**config.mk**
```make
export PLATFORM = sky130hd
export DESIGN_NAME = add_b_polar_flat
export DESIGN_NICKNAME = d
export VERILOG_FILES = /design/src/rtl/add_b_polar_if.sv /design/src/rtl/add_b_polar.sv /design/src/flat_wrapper.sv
export SDC_FILE = /design/constraint.sdc
export NUM_CORES = 1
export LEC_CHECK = 0
export CAP_MARGIN = 20
export CORE_AREA = 2 2 39 41
export DETAILED_ROUTE_END_ITERATION = 16
export DIE_AREA = 0 0 41 43
export HOLD_SLACK_MARGIN = 0.02
export PLACE_DENSITY = 0.6
export SLEW_MARGIN = 15
export SYNTH_ARGS = -nofsm -noshare
export SYNTH_HDL_FRONTEND = slang
export SYNTH_SLANG_ARGS = --single-unit
export TNS_END_PERCENT = 10
```
**constraint.sdc**
```tcl
create_clock -name clk -period 1.3 [get_ports clk]
set_input_delay 0.325 -clock clk [delete_from_list [all_inputs] [get_ports clk]]
set_output_delay 0.325 -clock clk [all_outputs]
set_load 0.05 [all_outputs]
```
**src/rtl/add_b_polar_if.sv**
```systemverilog
// add_b_polar_if: code-in / bipolar-line-out bundle of the HDB3 B-insertion and polarity stage.
interface add_b_polar_if;
  logic [1:0] datain_v;
  logic [1:0] dataout_b;
  logic       data_pos;
  logic       data_neg;
  logic       code_err;
  modport master (output datain_v, input dataout_b, data_pos, data_neg, code_err);
  modport slave  (input datain_v, output dataout_b, data_pos, data_neg, code_err);
endinterface

```
**src/rtl/add_b_polar.sv**
```systemverilog
// add_b_polar: HDB3 stage two, inserts balancing B pulses and assigns AMI polarity to the line.
module add_b_polar #(
  parameter bit POL_INIT = 1'b0,
  parameter bit PAR_INIT = 1'b0
) (
  input logic clk,
  input logic reset,
  add_b_polar_if.slave bus
);
  logic [3:0][1:0] sr;
  logic [1:0] din;
  logic parity, last_pol, npol;
  always_comb begin
    din = bus.datain_v == 2'b11 ? 2'b00 : bus.datain_v;
    // marks and Bs (bit 0 set) flip polarity, V repeats it, zero leaves it untouched
    npol = sr[3][0] ? ~last_pol : last_pol;
  end
  always_ff @(posedge clk) begin
    if (reset) begin
      sr            <= '0;
      parity        <= PAR_INIT;
      last_pol      <= POL_INIT;
      bus.dataout_b <= 2'b00;
      bus.data_pos  <= 1'b0;
      bus.data_neg  <= 1'b0;
      bus.code_err  <= 1'b0;
    end else begin
      sr[0]         <= din;
      sr[1]         <= sr[0];
      sr[2]         <= sr[1];
      sr[3]         <= (din == 2'b10 && !parity) ? 2'b11 : sr[2];
      parity        <= din == 2'b10 ? 1'b0 : din == 2'b01 ? ~parity : parity;
      last_pol      <= npol;
      bus.dataout_b <= sr[3];
      bus.data_pos  <= |sr[3] && npol;
      bus.data_neg  <= |sr[3] && !npol;
      bus.code_err  <= bus.datain_v == 2'b11;
    end
  end
endmodule

```
**src/flat_wrapper.sv**
```systemverilog
// flat-port wrapper written by rule: the top's interface ports become plain ports
module add_b_polar_flat 
#(
  parameter bit POL_INIT = 1'b0,
  parameter bit PAR_INIT = 1'b0
)
  (clk, reset, bus_datain_v, bus_dataout_b, bus_data_pos, bus_data_neg, bus_code_err);
  add_b_polar_if bus_i ();
  input logic clk;
  input logic reset;
  input wire logic [$bits(bus_i.datain_v)-1:0] bus_datain_v;
  output wire logic [$bits(bus_i.dataout_b)-1:0] bus_dataout_b;
  output wire logic [$bits(bus_i.data_pos)-1:0] bus_data_pos;
  output wire logic [$bits(bus_i.data_neg)-1:0] bus_data_neg;
  output wire logic [$bits(bus_i.code_err)-1:0] bus_code_err;
  assign bus_i.datain_v = bus_datain_v;
  assign bus_dataout_b = bus_i.dataout_b;
  assign bus_data_pos = bus_i.data_pos;
  assign bus_data_neg = bus_i.data_neg;
  assign bus_code_err = bus_i.code_err;
  add_b_polar #(.POL_INIT(POL_INIT), .PAR_INIT(PAR_INIT)) u_core (.clk(clk), .reset(reset), .bus(bus_i));
endmodule
```
==> results.py <==
metrics = {
    "synthesis": {
        "synthesis.nets": 47,
        "ys_ff_latch": 15,
        "netlist_area_um2": 475,
        "synthMuxAreaShare_pct": 0,
        "yosysUniqueCellTypes": 14,
        "synth_top_family_by_area": "simple AND/OR/NAND/NOR gates",
        "syn_inst": 43,
        "synthSimpleGateAreaFrac_pct": 27.6,
        "synth_fa_ha_area_share_pct": 0,
        "ys_seq_area_share_pct": 63.2,
        "synth_compound_area_share_pct": 6.84,
        "synth_warnings": 0,
        "synth-xor-area-share_pct": 0,
        "syn_avg_cell_area_um2": 11.1,
    },
    "global_routing": {
        "grt_max_degree": 9,
        "antenna_found_initial": 0,
        "grt_pass1_wl_um": 1140,
        "track_usage_pct": 10.1,
        "grt_pass1_vias": 289,
        "grt.overflow.total": 0,
    },
    "worst_hold_path": {
        "holdCritStartpoint": "u_core.sr[4]$_SDFF_PP0_",
        "whs_path_depth": 2,
        "min_to": "u_core.sr[6]$_SDFF_PP0_",
        "holdCritPathClass": "reg -> reg",
    },
    "power_and_ir_drop": {
        "clkPwrFrac_pct": 30.9,
        "power.total_mw": 0.833,
        "internal-power_mw": 0.645,
        "switchingPower_mw": 0.188,
        "pwr-share-comb_pct": 10.6,
        "seq_power_share_pct": 58.5,
        "powerDensity_nw_per_um2": 1240,
        "leakage_nw": 0.260,
        "irDropWorstVdd_v": 0.000587,
        "p_sw_share_pct": 22.6,
    },
    "clock_tree": {
        "cts_setup_buffers": 0,
        "cts_tree": "done",
        "ctsHoldBuffers": 0,
        "clockRootBuffer": "clkbuf_4",
        "cts_buffers": 3,
        "post_cts_resized": 0,
        "clk_path_buf_depth": 2,
        "htreeDepth": 1,
        "clk_pin_slew_worst_paths_ns": 0.09,
        "insertion_delay_ns": 0.28,
        "cts_sinks": 15,
    },
    "routing": {
        "drtIter0Drc": 0,
        "wire_per_inst_um": 8.40,
        "postRouteAntennaNets": 0,
        "firstDrtPassIters": 1,
        "routed_wl_um": 613,
        "vias_per_cell": 4.40,
        "route.detailed.drc": 0,
        "route.vias.total": 321,
    },
    "place": {
        "numPortBuffers": 8,
        "place_hpwl_um": 452,
        "post-place-ws_ns": -0.169,
        "placed_cell_area_um2": 644,
        "numPlacedInstances": 69,
        "place_congestion": 0.628,
    },
    "timing": {
        "rsz0062_at_grt": "false",
        "setup_slack_ns": 0.132,
        "setup-violations-final": 0,
        "hold-worst-slack_ns": 0.434,
        "slew_headroom_pct": 88.7,
        "hold_viol": 0,
        "fin_crit_ns": 1.17,
        "worst_slew_pin_slew_ns": 0.169,
        "slew_violations": 0,
        "fmax_mhz": 856,
        "fin_skew_ns": 0.00750,
        "period_share_pct": 89.9,
    },
    "finish": {
        "layout.nets": 62,
        "diodes": 0,
        "fin_cells": 73,
        "final_cell_mix": "dfxtp_1 (15), nor2b_1 (8), a21oi_1 (5), buf_12 (5)",
        "design_area_um2": 671,
        "ff_latch_area_um2": 300,
        "layout_commonest_cell": "dfxtp_1",
        "fillers": 128,
        "multi_input_area_um2": 164,
        "syn2layout_area_growth_pct": 41.1,
        "drive_gt1_share_pct": 19.3,
    },
    "die": {
        "num_rows": 14,
        "initial_core_util_pct": 34.4,
        "die_h_um": 43,
        "die_w_um": 41,
        "die_area_um2": 1760,
        "core-area_um2": 1380,
        "ios": 9,
    },
    "job": {
        "maxCapViolations": 0,
    },
    "worst_setup_path": {
        "critPathArrivalTime_ns": 1.37,
        "cp_max_fo": 6,
        "crit_type": "in -> reg",
        "cp.required_ns": 1.50,
        "reg2reg_depth": 2,
        "end_kind": "flip-flop",
        "worstReg2RegStart": "u_core.parity$_SDFFE_PP0N_",
        "r2r_setup_slack_ns": 0.31,
        "crit_path_start_kind": "input pin",
        "reg2reg_to": "u_core.parity$_SDFFE_PP0N_",
    },
    "run_status": {
        "status": "complete, no violations",
    },
}
==> registers in the layout, summed over array words and instances, names as in the netlist <==
name	count
u_core.bus.data_neg	1
u_core.bus.dataout_b	2
u_core.bus.data_pos	1
u_core.sr	8
u_core.last_pol	1
u_core.bus.code_err	1
u_core.parity	1
==> worst max path at each step <==
stage                          startpoint                          to  slack [ns]  depth (start not counted)
after floorplan           bus_datain_v[1]  u_core.parity$_SDFFE_PP0N_        0.34                          2
after global placement    bus_datain_v[0]  u_core.parity$_SDFFE_PP0N_       -0.14                          3
after detailed placement  bus_datain_v[0]  u_core.parity$_SDFFE_PP0N_       -0.17                          3
after CTS                 bus_datain_v[0]  u_core.parity$_SDFFE_PP0N_        0.14                          3
after global routing      bus_datain_v[0]  u_core.parity$_SDFFE_PP0N_        0.07                          3
final                     bus_datain_v[0]  u_core.parity$_SDFFE_PP0N_        0.13                          3
==> power by group through the flow <==
stage          sequential, mW  combinational [mW]  clock [mW]
4_1_cts                 0.488              0.0895       0.266
3_5_place_dp            0.498              0.0893           0
6_report                0.487              0.0882       0.257
5_1_grt                 0.489              0.0958       0.291
3_3_place_gp            0.498              0.0886           0
2_1_floorplan           0.513              0.0255           0
==> final cells by class <==
| type | count | area share [%] |
|---|---|---|
| well taps | 16 | 2.99 |
| repair buffers | 11 | 22.8 |
| clock buffers | 4 | 3.92 |
| flip-flops and latches | 15 | 44.8 |
| multi-input cells | 25 | 24.4 |
| inverters | 2 | 1.12 |
==> per-stage QoR <==
stage / utilization [%] / TNS, ns
global placement: 46.6 / -0.417
floorplan: - / 0
finish: 48.5 / 0
global route: 48.5 / 0
detailed placement: 46.6 / -0.449
CTS: 48.5 / 0
==> critical path, cell delays in order <==
cell	delay (ns)
clkdlybuf4s50_1	0.53
or4b_1	0.44
o31ai_1	0.07
==> cell usage after synthesis, drive strengths merged <==
cell / instances / area, um2
nand2: 1 / 3.75
or3b: 2 / 17.5
clkbuf: 1 / 3.75
and3b: 1 / 8.76
nand2b: 3 / 18.8
nand3b: 1 / 7.51
or4b: 1 / 10.0
and2b: 1 / 7.51
dfxtp: 15 / 300
o31ai: 1 / 7.51
inv: 2 / 7.51
a21oi: 5 / 25.0
nor2b: 8 / 50.1
nor3b: 1 / 7.51
==> cells by family (layout without fill, tap and decap cells) <==
group / count (synthesis) / count (layout)
simple gates: 19 / 19
flops: 15 / 15
compound gates: 6 / 6
buf+inv: 3 / 17
==> per-layer routing <==
metal | vias to the layer above | GRT usage [%] | wire, um | part of all wire (%)
met5 | - | 0 | 0 | 0
met3 | 0 | 3.14 | 37 | 6.0
li1 | 172 | - | - | -
met2 | 9 | 11.3 | 272 | 44
met4 | 0 | 10.0 | 0 | 0
met1 | 140 | 14.2 | 303 | 49
Power figures use the tool's default switching activity.
==> edit 1, RTL diff (config.mk and constraints unchanged) <==
Reset style: asynchronous (`reset`), changed in one clocked block.
--- a/src/rtl/add_b_polar.sv
+++ b/src/rtl/add_b_polar.sv
@@ -16,5 +16,5 @@
     npol = sr[3][0] ? ~last_pol : last_pol;
   end
-  always_ff @(posedge clk) begin
+  always_ff @(posedge clk or posedge reset) begin
     if (reset) begin
       sr            <= '0;
Behaviour: differs if reset is asserted again (counterexample within 4 cycles, from zero or initial values and one cycle with reset high); with reset held inactive, the same outputs for 10 cycles.
==> edit 1 against the unedited design <==
  * Cell area rose by 4.3%
  * Highest routed layer unchanged
  * Synthesized area is 5.3% higher
  * Critical path depth increased by 2
  * Wire length is 4.4% lower
  * Count of clock-buffer cells in the layout unchanged
  * Setup slack better by 10 ps
  * Critical path type unchanged
  * Non-clock buffer count did not move
  * Hold slack worse by 87 ps
  * Via count down 17%
  * Sequential cell count stayed put
  * Clock skew is 6.1 ps lower
  * Global-route usage is 1.0 points lower
Power is not compared: it rests on default switching activity, and its combinational part moved more than twofold at a synthesized area within 25%.
==> edit 1: results (changes against the unedited design) <==
- Outcome: finished clean (unchanged).
- The number of inserted diodes came to 0 (unchanged).
- The maximum root-to-sink buffer count is 2 (unchanged).
- The average cell area after synthesis was 15.6 um2 (was 11.1 um2).
- The buffer cell driving the clock tree root is sky130_fd_sc_hd__clkbuf_4 (unchanged).
- The clock tree skew after final layout is 1.40 ps (was 7.50 ps).
- The depth of the worst register-to-register path was 2 (unchanged).
- The worst-case IR drop observed on VDD is 0.000502 V.
- The clock buffer count from CTS is 3 (unchanged).
- The number of I/O port buffers came to 8 (unchanged).
- The start point of the critical path is bus_datain_v[0] (unchanged).
- The number of detailed-routing iterations run before antenna repair is 1 (unchanged).
- The clock network latency to the later pin of the worst-skew pair is between 200 and 300 ps.
- The share of post-route cells with drive strength above 1 is 25.5% (was 19.3%).
- The number of different library cells in the post-synthesis netlist is 11 (was 14).
- Most area-consuming cells after synthesis: sky130_fd_sc_hd__dfrtp_1, sky130_fd_sc_hd__ha_1, sky130_fd_sc_hd__nand2b_1 (was sky130_fd_sc_hd__dfxtp_1, sky130_fd_sc_hd__nor2b_1, sky130_fd_sc_hd__a21oi_1).
- The global-route wire length before repair is 1.00 mm (was 1.14 mm).
- The number of nets with antenna violations after routing came to 0 (unchanged).
- The post-cts gate resize count is 0 (unchanged).
- The number of design-rule violations left by the first detailed-router iteration is 0 (unchanged).
- The number of global-route vias before repair is 257 (was 289).
- The leakage power is between 0.3 and 0.4 nW.
- The worst setup slack after placement is -146 ps (was -169 ps).
- The last weighted congestion value of the routability-driven placer is 0.626 (was 0.628).
- The per-cell routed wire length is 9.30 um (was 8.40 um).
- The post-route non-filler standard cell count is 63 (was 73).
- The number of vias per cell came to 4.21 (was 4.40).
- After clock tree synthesis, the clock-pin slew on the worst setup and hold paths is approximately 80 ps.
- The class of the tightest hold or removal check is in -> async (was reg -> reg).
- The final net count came to 55 (was 62).
- The source of the worst register-to-register timing path is u_core.sr[6]$_DFF_PP0_ (was u_core.parity$_SDFFE_PP0N_).
- The transition at the pin with the smallest max-transition slack is 180 ps (was 169 ps).
- The number of antenna violations at the first check in global routing came to 0 (unchanged).
- Top cells by count, synth: sky130_fd_sc_hd__dfrtp_1, sky130_fd_sc_hd__inv_1, sky130_fd_sc_hd__ha_1, sky130_fd_sc_hd__nand2b_1 (was sky130_fd_sc_hd__dfxtp_1, sky130_fd_sc_hd__nor2b_1, sky130_fd_sc_hd__a21oi_1).
- The cell count after placement was 59 (was 69).
- The maximum number of pins on one net before global-route repair is 16 (was 9).
- The number of warning messages in the yosys log came to 0 (unchanged).
- The share of synthesized registers carrying an async set or reset is 100% (was 0%).
- The top fanout value on the critical path is 2 (was 6).
- The global router's overall resource usage was 9.12% (was 10.1%).
- The half-perimeter wire length after placement is 486 um (was 452 um).
- The sequential share of the synthesized area is 75.0% (was 63.2%).
- The total nets after synthesis is 39 (was 47).
[edit 1: changes by cell type after synthesis, sizes merged, moves of 2 or more]
cell   change
ha         +3
inv        +2
dfrtp     +15
a21oi      -5
nor2b      -8
dfxtp     -15
or3b       -2
[edit 1: metal layers]
| metal | vias to the layer above | track usage (%) | part of all wire [%] |
|---|---|---|---|
| li1 | 129 | - | - |
| met3 | 0 | 3.14 | 8.4 |
| met5 | - | 0 | 0 |
| met2 | 8 | 14.1 | 58 |
| met4 | 0 | 8.00 | 0 |
| met1 | 128 | 8.93 | 33 |
[edit 1: worst max-delay path: stages]
cell	delay [ps]
sky130_fd_sc_hd__clkdlybuf4s50_1	470
sky130_fd_sc_hd__inv_1	40
sky130_fd_sc_hd__ha_1	290
sky130_fd_sc_hd__nor3_1	130
sky130_fd_sc_hd__a21o_1	100
[edit 1: path summary, 6_finish.rpt]
kind | to | slack [ps]
setup / recovery | u_core.parity$_DFFE_PP0P_ | 140
hold / removal | u_core.sr[4]$_DFF_PP0_ | 350
setup reg to reg | u_core.bus.data_pos$_DFF_PP0_ | 520
min in group clk | u_core.sr[5]$_DFF_PP0_ | 360
hold reg to reg | u_core.sr[5]$_DFF_PP0_ | 360
max in group asynchronous | u_core.sr[7]$_DFF_PP0_ | 790
[edit 1: cells by family after synthesis]
| family | count (synthesis) | share of synthesized area [%] |
|---|---|---|
| buffers and inverters | 4 | 3.00 |
| AO/OA/AOI/OAI | 2 | 2.50 |
| AND/OR/NAND/NOR | 6 | 8.25 |
| adder cells (fa/ha/maj) | 3 | 7.50 |
| flip-flops | 15 | 75.0 |
| multiplexers | 1 | 2.00 |
| XOR/XNOR | 1 | 1.75 |
[edit 1: cell type report]
cell class / count / area [um2]
Tap cell: 16 / 20.0
Clock buffer: 4 / 26.3
Inverter: 4 / 15.0
Timing Repair Buffer: 11 / 153
Multi-Input combinational cell: 13 / 110
Fill cell: 129 / 684
Sequential cell: 15 / 375
[edit 1: stage by stage]
step	TNS, ps	area (um2)
floorplan	0	500
global placement	-196	673
detailed placement	-227	673
CTS	0	699
global route	0	699
finish	0	699
[edit 1: power by group through the flow]
stage / combinational [W] / clock (W) / sequential, W
final: 0.000325 / 0.000244 / 0.000599
after global routing: 0.000345 / 0.000276 / 0.000613
after CTS: 0.000330 / 0.000255 / 0.000603
after detailed placement: 0.000329 / 0 / 0.000612
after global placement: 0.000324 / 0 / 0.000605
after floorplan: 0.0000659 / 0 / 0.000693
==> edit 2, RTL diff (same flow settings) <==
Without the edit above. `POL_INIT` is set to 1'b0 in 2 places; all go to 1'b1.
--- a/src/rtl/add_b_polar.sv
+++ b/src/rtl/add_b_polar.sv
@@ -1,5 +1,5 @@
 // add_b_polar: HDB3 stage two, inserts balancing B pulses and assigns AMI polarity to the line.
 module add_b_polar #(
-  parameter bit POL_INIT = 1'b0,
+  parameter bit POL_INIT = 1'b1,
   parameter bit PAR_INIT = 1'b0
 ) (
--- a/src/flat_wrapper.sv
+++ b/src/flat_wrapper.sv
@@ -2,5 +2,5 @@
 module add_b_polar_flat 
 #(
-  parameter bit POL_INIT = 1'b0,
+  parameter bit POL_INIT = 1'b1,
   parameter bit PAR_INIT = 1'b0
 )
Formal check against the unedited RTL: not equivalent (a bounded check fails within 4 cycles, from zero or initial values and one cycle with reset high).
==> edit 2 against the unedited design <==
  * Synthesized cell count did not move
  * Total power fell by 0.43%
  * Wire length rose by 15%
  * Register-to-register slack barely moved
  * Critical endpoint is now u_core.sr[7]$_SDFF_PP0_
  * Synthesized area rose by 0.79%
  * Global-route usage rose by 1.0 points
  * Sequential cell count did not move
  * Count of clock-buffer cells in the layout did not move
  * Die area did not move
  * Via count fell by 1.6%
  * Critical path type unchanged
  * Critical path depth did not move
  * Highest routed layer is now met4
  * Largest power group unchanged
  * Setup slack got worse by 5.5 ps
  * Cell area rose by 0.37%
  * Largest cell class unchanged
  * Clock power fell by 2%
==> edit 2: results (changes against the unedited design) <==
- The number of inserted diodes is 0 (unchanged).
- The buffer cell driving the clock tree root was sky130_fd_sc_hd__clkbuf_4 (unchanged).
- The worst-case headroom to the max-slew limit is 88.4% (was 88.7%).
- The global router's overall resource usage is 11.1% (was 10.1%).
- The worst-case vdd ir drop is 0.000589 V (was 0.000587 V).
- The number of levels in the clock H-tree is 1 (unchanged).
- The number of warning messages in the yosys log is 0 (unchanged).
- The number of I/O port buffers is 8 (unchanged).
- The number of different library cells in the post-synthesis netlist was 14 (unchanged).
- The total nets after synthesis is 47 (unchanged).
- The cell family with the largest share of critical-path delay is buffers and inverters (unchanged).
- The share of post-route cells with drive strength above 1 is 19.3% (unchanged).
- The number of buffers added for setup after CTS is 0 (unchanged).
- Top cells by count, synth: sky130_fd_sc_hd__dfxtp_1, sky130_fd_sc_hd__nor2b_1, sky130_fd_sc_hd__a21oi_1 (unchanged).
- The sequential share of the synthesized area was 62.7% (was 63.2%).
- The worst setup slack after placement is -167 ps (was -169 ps).
- The share of synthesized registers carrying an async set or reset is 0% (unchanged).
- The number of global-route vias before repair is 303 (was 289).
- The leakage power is 0.264 nW (was 0.260 nW).
- The overall via count from detail_route is 316 (was 321).
- The global-route wire length before repair is 1.24 mm (was 1.14 mm).
- The maximum number of pins on one net before global-route repair is 11 (was 9).
- Outcome: finished clean (unchanged).
- The number of antenna violations at the first check in global routing was 0 (unchanged).
- The last weighted congestion value of the routability-driven placer is 0.653 (was 0.628).
- The clock-pin slew reported for the worst setup and hold paths after clock tree synthesis was 70 ps (was 90 ps).
- Top flop regs: u_core.sr x8, u_core.bus.dataout_b x2 (unchanged).
- The average cell area after synthesis came to 11.1 um2 (about the same).
- Most area-consuming cells after synthesis: sky130_fd_sc_hd__dfxtp_1, sky130_fd_sc_hd__nor2b_1, sky130_fd_sc_hd__a21oi_1 (unchanged).
- The number of vias per cell is 4.33 (was 4.40).
- The number of inserted filler cells in the final layout is 130 (was 128).
- The final net count was 62 (unchanged).
- The number of detailed-routing iterations run before antenna repair is 1 (unchanged).
- The number of nets with antenna violations after routing is 0 (unchanged).
- The worst endpoint data arrival time is 1370 ps (about the same).
- The number of remaining DRC errors is 0 (unchanged).
- The delay of the slowest cell on the worst path is 470 ps (was 530 ps).
- The origin of the worst min-delay path is u_core.sr[2]$_SDFF_PP0_ (was u_core.sr[4]$_SDFF_PP0_).
- The half-perimeter wire length after placement came to 561 um (was 452 um).
- The top fanout value on the critical path was 6 (unchanged).
- The per-cell routed wire length came to 9.62 um (was 8.40 um).
- The cell with the biggest individual delay on the critical path was sky130_fd_sc_hd__clkdlybuf4s50_1 (unchanged).
- The clock buffer count from CTS is 3 (unchanged).
- The clock network latency to the later pin of the worst-skew pair is 280 ps (about the same).
- The source of the worst register-to-register timing path is u_core.parity$_SDFFE_PP0N_ (unchanged).
- The clock tree skew after final layout is 9.56 ps (was 7.50 ps).
edit 2: cell count changes after synthesis:
cell / unedited run / this run
sky130_fd_sc_hd__a21oi_1: 5 / 4
sky130_fd_sc_hd__buf_2: 0 / 1
sky130_fd_sc_hd__clkbuf_1: 1 / 0
sky130_fd_sc_hd__nand3b_1: 1 / 2
edit 2: final timing paths:
path	to	slack (ps)	depth (start not counted)
max	u_core.sr[7]$_SDFF_PP0_	130	3
max reg2reg	u_core.parity$_SDFFE_PP0N_	310	2
min reg2reg	u_core.sr[4]$_SDFF_PP0_	440	1
min	u_core.sr[4]$_SDFF_PP0_	440	1
edit 2: routing by layer:
layer / track usage, % / up-vias / share of wire (%)
li1: - / 169 / -
met1: 12.3 / 137 / 41
met2: 15.9 / 8 / 53
met3: 3.66 / 2 / 5.0
met4: 10.0 / 0 / 0.71
met5: 0 / - / 0
edit 2: layout make-up:
type	count	area, um2	share of cell area (%)
Sequential cell	15	300	44.6
Tap cell	16	20.0	2.97
Inverter	2	7.51	1.12
Clock buffer	4	26.3	3.90
Multi-Input combinational cell	25	166	24.7
Timing Repair Buffer	11	153	22.7
edit 2: cells by family after synthesis:
family | Yosys count | share of synthesized area [%]
and+or+nand+nor | 20 | 29.0
buffers and inverters | 3 | 2.61
DFF | 15 | 62.7
AOI/OAI and AO/OA | 5 | 5.74
edit 2: power by group:
group / internal [W] / switching (W)
clock network: 0.000119 / 0.000133
logic: 0.0000497 / 0.0000399
registers: 0.000477 / 0.0000115
edit 2: per-stage QoR:
step / total power, W / instance area (um2)
floorplan: 0.000539 / 479
finish: 0.000829 / 673
global route: 0.000870 / 673
global placement: 0.000587 / 647
detailed placement: 0.000590 / 647
CTS: 0.000839 / 673
